`config.mk`:
```
export PLATFORM = sky130hd
export DESIGN_NAME = dds_core
export DESIGN_NICKNAME = d
export VERILOG_FILES = /design/src/rtl/dds_core.sv
export SDC_FILE = /design/constraint.sdc
export NUM_CORES = 1
export LEC_CHECK = 0
export CAP_MARGIN = 20
export CORE_ASPECT_RATIO = 2
export CORE_MARGIN = 2
export CORE_UTILIZATION = 60
export DETAILED_ROUTE_END_ITERATION = 10
export PLACE_DENSITY = 0.8
export SETUP_SLACK_MARGIN = 0.1
export SLEW_MARGIN = 20
export SYNTH_ARGS = -nofsm -noshare
export SYNTH_HDL_FRONTEND = slang
export SYNTH_SLANG_ARGS = --single-unit
```
`constraint.sdc`:
```
create_clock -name clk -period 5.4 [get_ports clk]
set_input_delay 0.81 -clock clk [delete_from_list [all_inputs] [get_ports clk]]
set_output_delay 0.81 -clock clk [all_outputs]
set_load 0.01 [all_outputs]
```
`src/rtl/dds_core.sv`:
```
// Phase-accumulator DDS with double-buffered tuning word and quarter-wave sine ROM.
// Define DDS_SYNC_EN to pass en/set through 2-flop synchronizers from a foreign domain.
module dds_core #(
   parameter int unsigned ACC_W   = 32,
   parameter int unsigned PHASE_W = 10,
   parameter int unsigned OUT_W   = 8
) (
   input  logic             clk,
   input  logic             rst_n,
   input  logic             en,
   input  logic [ACC_W-1:0] m,
   input  logic             set,
   output logic [OUT_W-1:0] sample,
   output logic             sample_valid,
   output logic             wrap
);

   localparam int IdxW     = PHASE_W - 2;
   localparam int LutDepth = 2 ** IdxW;
   localparam int MagW     = OUT_W - 1;
   localparam logic [OUT_W-1:0] Mid = {1'b1, {(OUT_W-1){1'b0}}};

   // Quarter-wave entry, sampled at bin centres; sine by Taylor series at elaboration.
   function automatic logic [MagW-1:0] lut_entry(input int i);
      real x;
      real term;
      real s;
      x    = 3.14159265358979 / 2.0 * (real'(i) + 0.5) / real'(LutDepth);
      term = x;
      s    = x;
      for (int k = 1; k < 12; k++) begin
         term = -term * x * x / real'((2 * k) * (2 * k + 1));
         s    = s + term;
      end
      return MagW'($rtoi(real'((2 ** MagW) - 1) * s + 0.5));
   endfunction

   logic [MagW-1:0] rom [LutDepth];
   for (genvar gi = 0; gi < LutDepth; gi++) begin : g_rom
      assign rom[gi] = lut_entry(gi);
   end

   logic en_q;
   logic set_rise;

`ifdef DDS_SYNC_EN
   logic [1:0] en_sync_q;
   logic [2:0] set_sync_q;

   always_ff @(posedge clk or negedge rst_n) begin
      if (!rst_n) begin
         en_sync_q  <= '0;
         set_sync_q <= '0;
      end else begin
         en_sync_q  <= {en_sync_q[0], en};
         set_sync_q <= {set_sync_q[1:0], set};
      end
   end

   assign en_q     = en_sync_q[1];
   assign set_rise = set_sync_q[1] & ~set_sync_q[2];
`else
   logic set_prev_q;

   always_ff @(posedge clk or negedge rst_n) begin
      if (!rst_n) set_prev_q <= 1'b0;
      else        set_prev_q <= set;
   end

   assign en_q     = en;
   assign set_rise = set & ~set_prev_q;
`endif

   logic [ACC_W-1:0] acc_q;
   logic [ACC_W-1:0] tuning_q;
   logic             wrap_q;
   logic [ACC_W:0]   sum;

   assign sum = {1'b0, acc_q} + {1'b0, tuning_q};

   // Accumulation reads the pre-load tuning word; a load never disturbs the phase.
   always_ff @(posedge clk or negedge rst_n) begin
      if (!rst_n) begin
         acc_q    <= '0;
         tuning_q <= '0;
         wrap_q   <= 1'b0;
      end else begin
         if (set_rise) tuning_q <= m;
         if (en_q) begin
            acc_q  <= sum[ACC_W-1:0];
            wrap_q <= sum[ACC_W];
         end else begin
            wrap_q <= 1'b0;
         end
      end
   end

   logic [PHASE_W-1:0] ph_q;
   logic               v1_q;
   logic [1:0]         quad;
   logic [IdxW-1:0]    idx;
   logic [IdxW-1:0]    addr;
   logic [MagW-1:0]    mag_q;
   logic               neg_q;
   logic               v2_q;
   logic [OUT_W-1:0]   sample_q;
   logic               valid_q;

   assign quad = ph_q[PHASE_W-1 -: 2];
   assign idx  = ph_q[IdxW-1:0];
   assign addr = quad[0] ? ~idx : idx;

   always_ff @(posedge clk or negedge rst_n) begin
      if (!rst_n) begin
         ph_q     <= '0;
         v1_q     <= 1'b0;
         mag_q    <= '0;
         neg_q    <= 1'b0;
         v2_q     <= 1'b0;
         sample_q <= Mid;
         valid_q  <= 1'b0;
      end else begin
         ph_q    <= acc_q[ACC_W-1 -: PHASE_W];
         v1_q    <= en_q;
         mag_q   <= rom[addr];
         neg_q   <= quad[1];
         v2_q    <= v1_q;
         valid_q <= v2_q;
         if (!v2_q)      sample_q <= Mid;
         else if (neg_q) sample_q <= Mid - OUT_W'(mag_q);
         else            sample_q <= Mid + OUT_W'(mag_q);
      end
   end

   assign sample       = sample_q;
   assign sample_valid = valid_q;
   assign wrap         = wrap_q;

endmodule
```
==> results.json <==
{
  "synth_edf_count": 0,
  "drt_iter0_drc": 653,
  "overflow": 0,
  "min-delay-start": "v1_q$_DFF_PN0_",
  "r2r_start": "ph_q[8]$_DFF_PN0_",
  "layout_commonest_cell": "dfrtp_1",
  "num_io_pins": 46,
  "vias_per_cell": 6.99,
  "hp-class": "flip-flop to flip-flop",
  "synthArstFlopShare": 1.00,
  "seq_area_frac_synth": 0.317,
  "syn_area_um2": 7490,
  "rows": 57,
  "finalNetCount": 951,
  "syn_nets": 950,
  "die_height_um": 162,
  "dp_hpwl_um": 17400,
  "cts_hold_buf": 0,
  "path_max_fanout": 29,
  "yosysTopAreaCellShare": 0.314,
  "area_growth_syn_to_layout_pct": 9.62,
  "post_synth_num_cell_types": 81,
  "root_buffer": "clkbuf_16",
  "period_needed_ns": 3.54,
  "avgSynthCellArea_um2": 8.61,
  "cts_buffer_depth": 2,
  "critPathLaunch": "ph_q[8]$_DFF_PN0_",
  "die_x_um": 83.0,
  "grtUsageTotal": 0.358,
  "slew_headroom": 0.356,
  "clkLatencyLatePin_ns": 0.35,
  "post_cts_buffers": 0,
  "drv_slew": 0,
  "start_util": 0.614,
  "crit_chain": "xor2_4 -> inv_1 -> ha_1 -> inv_1 -> ha_1 -> o21ai_0 -> a32oi_1 -> nor2_1 -> a311oi_1 -> a21oi_1 -> mux2i_1",
  "drive_gt1_frac": 0.105,
  "antenna_found_initial": 0,
  "max_clock_freq_mhz": 282,
  "firstDrtPassIters": 5,
  "ant_nets": 0,
  "die_area_um2": 13500,
  "cts_tree": "yes",
  "grt_pass1_wl_um": 37800,
  "ys_ff_latch": 95,
  "cts_resized": 0,
  "grt_pass1_vias": 7368,
  "fin_util": 0.674,
  "critPathRequiredTime_ns": 5.67,
  "core_area_um2": 12200,
  "cts_sinks": 95,
  "cp-start-kind": "flip-flop",
  "tns_ns": 0,
  "io_buffers": 45,
  "gp_congestion": 1.05,
  "drc": 0,
  "wl_per_cell_um": 23.2,
  "path_clk_slew_ns": 0.07,
  "synth.area.top_cells": "dfrtp_1 (31%), ha_1 (7.2%), mux2_2 (6.6%)",
  "drt-total-wl_um": 23800,
  "crit_type": "flip-flop to flip-flop",
  "diodes": 0,
  "yosys_warnings": 0,
  "layout_common_cells": "dfrtp_1 (93), nand2_1 (79), o21ai_0 (66)",
  "synth_flop_cell": "dfrtp_1",
  "critPathCaptureType": "flip-flop",
  "synth_largest_area_cell": "dfrtp_1",
  "cp.arrival_ns": 3.81,
  "grt_max_degree": 63,
  "finalClockSkew_ns": 0.0146,
  "slowest_stage": "dfrtp_2",
  "detailroute.via_count": 7148,
  "worst_pin_slew_ns": 0.964,
  "finalSetupViolCount": 0,
  "status": "finished, final reports clean",
  "hold_viol": 0,
  "post-route-period-util": 0.656,
  "rsz0062_at_grt": "false",
  "slowest_delay_ns": 0.83,
  "h-tree-depth": 3,
  "maxCapViolations": 0,
  "synthCells": 870,
  "cts_buffers": 9
}
-- through the flow --
stage	hold WS (ns)	instances	setup WS [ns]	instance area, µm²
finish	0.353	1023	1.86	8210
global route	0.369	1023	1.76	8210
CTS	0.355	1023	2.03	8210
detailed placement	0.340	1007	2.03	7920
global placement	0.337	1007	2.05	7920
floorplan	0.331	870	2.24	7490
-- worst max-delay path, delay by kind of cell, from the launching register on --
kind / cells / cell delay (ns)
compound gates: 4 / 0.90
flops: 1 / 0.83
fa+ha+maj: 2 / 0.80
buf+inv: 2 / 0.40
xor+xnor: 1 / 0.31
mux: 1 / 0.14
simple gates: 1 / 0.07
-- cells in the mapped netlist, types with 5 or more instances --
master	instances
nor3_1	25
o21a_1	13
nand2b_1	18
o31a_1	5
a21oi_1	64
and3_1	5
o31ai_1	8
xnor2_1	20
o211ai_1	10
o21ai_0	66
o22ai_1	10
nor2b_1	7
o311ai_0	6
mux2_2	44
inv_1	20
a211o_1	7
o2111ai_1	5
buf_2	22
a21o_1	16
dfrtp_1	94
nor2_1	65
ha_1	43
a31oi_1	17
clkbuf_1	37
a211oi_1	6
nand4_1	11
xor2_1	11
o21bai_1	5
nand2_1	79
mux2i_1	8
and2_1	10
nand3_1	26
-- sequential cells by signal, indices dropped and copies added (netlist names) --
register and flops:
acc_q 32, set_prev_q 1, sample 8, tuning_q 32
ph_q 10, v2_q 1, wrap 1, v1_q 1
sample_valid 1, neg_q 1, mag_q 7
-- worst paths after layout --
check / to / slack, ns / cells past startpoint
min in group asynchronous: set_prev_q$_DFF_PN0_ / 0.40 / 1
worst min register to register: v2_q$_DFF_PN0_ / 0.35 / 0
worst min-delay path: v2_q$_DFF_PN0_ / 0.35 / 0
worst max register to register: mag_q[0]$_DFF_PN0_ / 1.86 / 11
max in group asynchronous: ph_q[8]$_DFF_PN0_ / 3.77 / 2
worst max-delay path: mag_q[0]$_DFF_PN0_ / 1.86 / 11
-- layer usage --
layer  wire, µm  GRT usage  up-vias  part of all wire
met3       1190     0.0452      129             0.050
met1       7710      0.347     3395              0.32
met4       1980      0.276        0             0.083
met2      12900      0.670      410              0.54
met5          0          0        -                 0
li1           -          -     3214                 -
-- cell families after synthesis --
logic type               share of synthesized area
multiplexers                                0.0798
flip-flops                                   0.317
adder cells (fa/ha/maj)                     0.0758
AND/OR/NAND/NOR                              0.169
buffers and inverters                       0.0508
XOR/XNOR                                    0.0479
AO/OA/AOI/OAI                                0.260
-- cell type report --
type                       count  area [µm²]
multi-input combinational    687        4740
clock inverter                 5        66.3
inverter                      23        86.3
tap                          147         184
timing repair buffer          55         523
fill                        1000        3980
clock buffer                  11         233
sequential                    95        2380
Power is left out: the tool's default activity adds up to more than one toggle a clock period on the data nets, which glitch-free logic cannot reach.
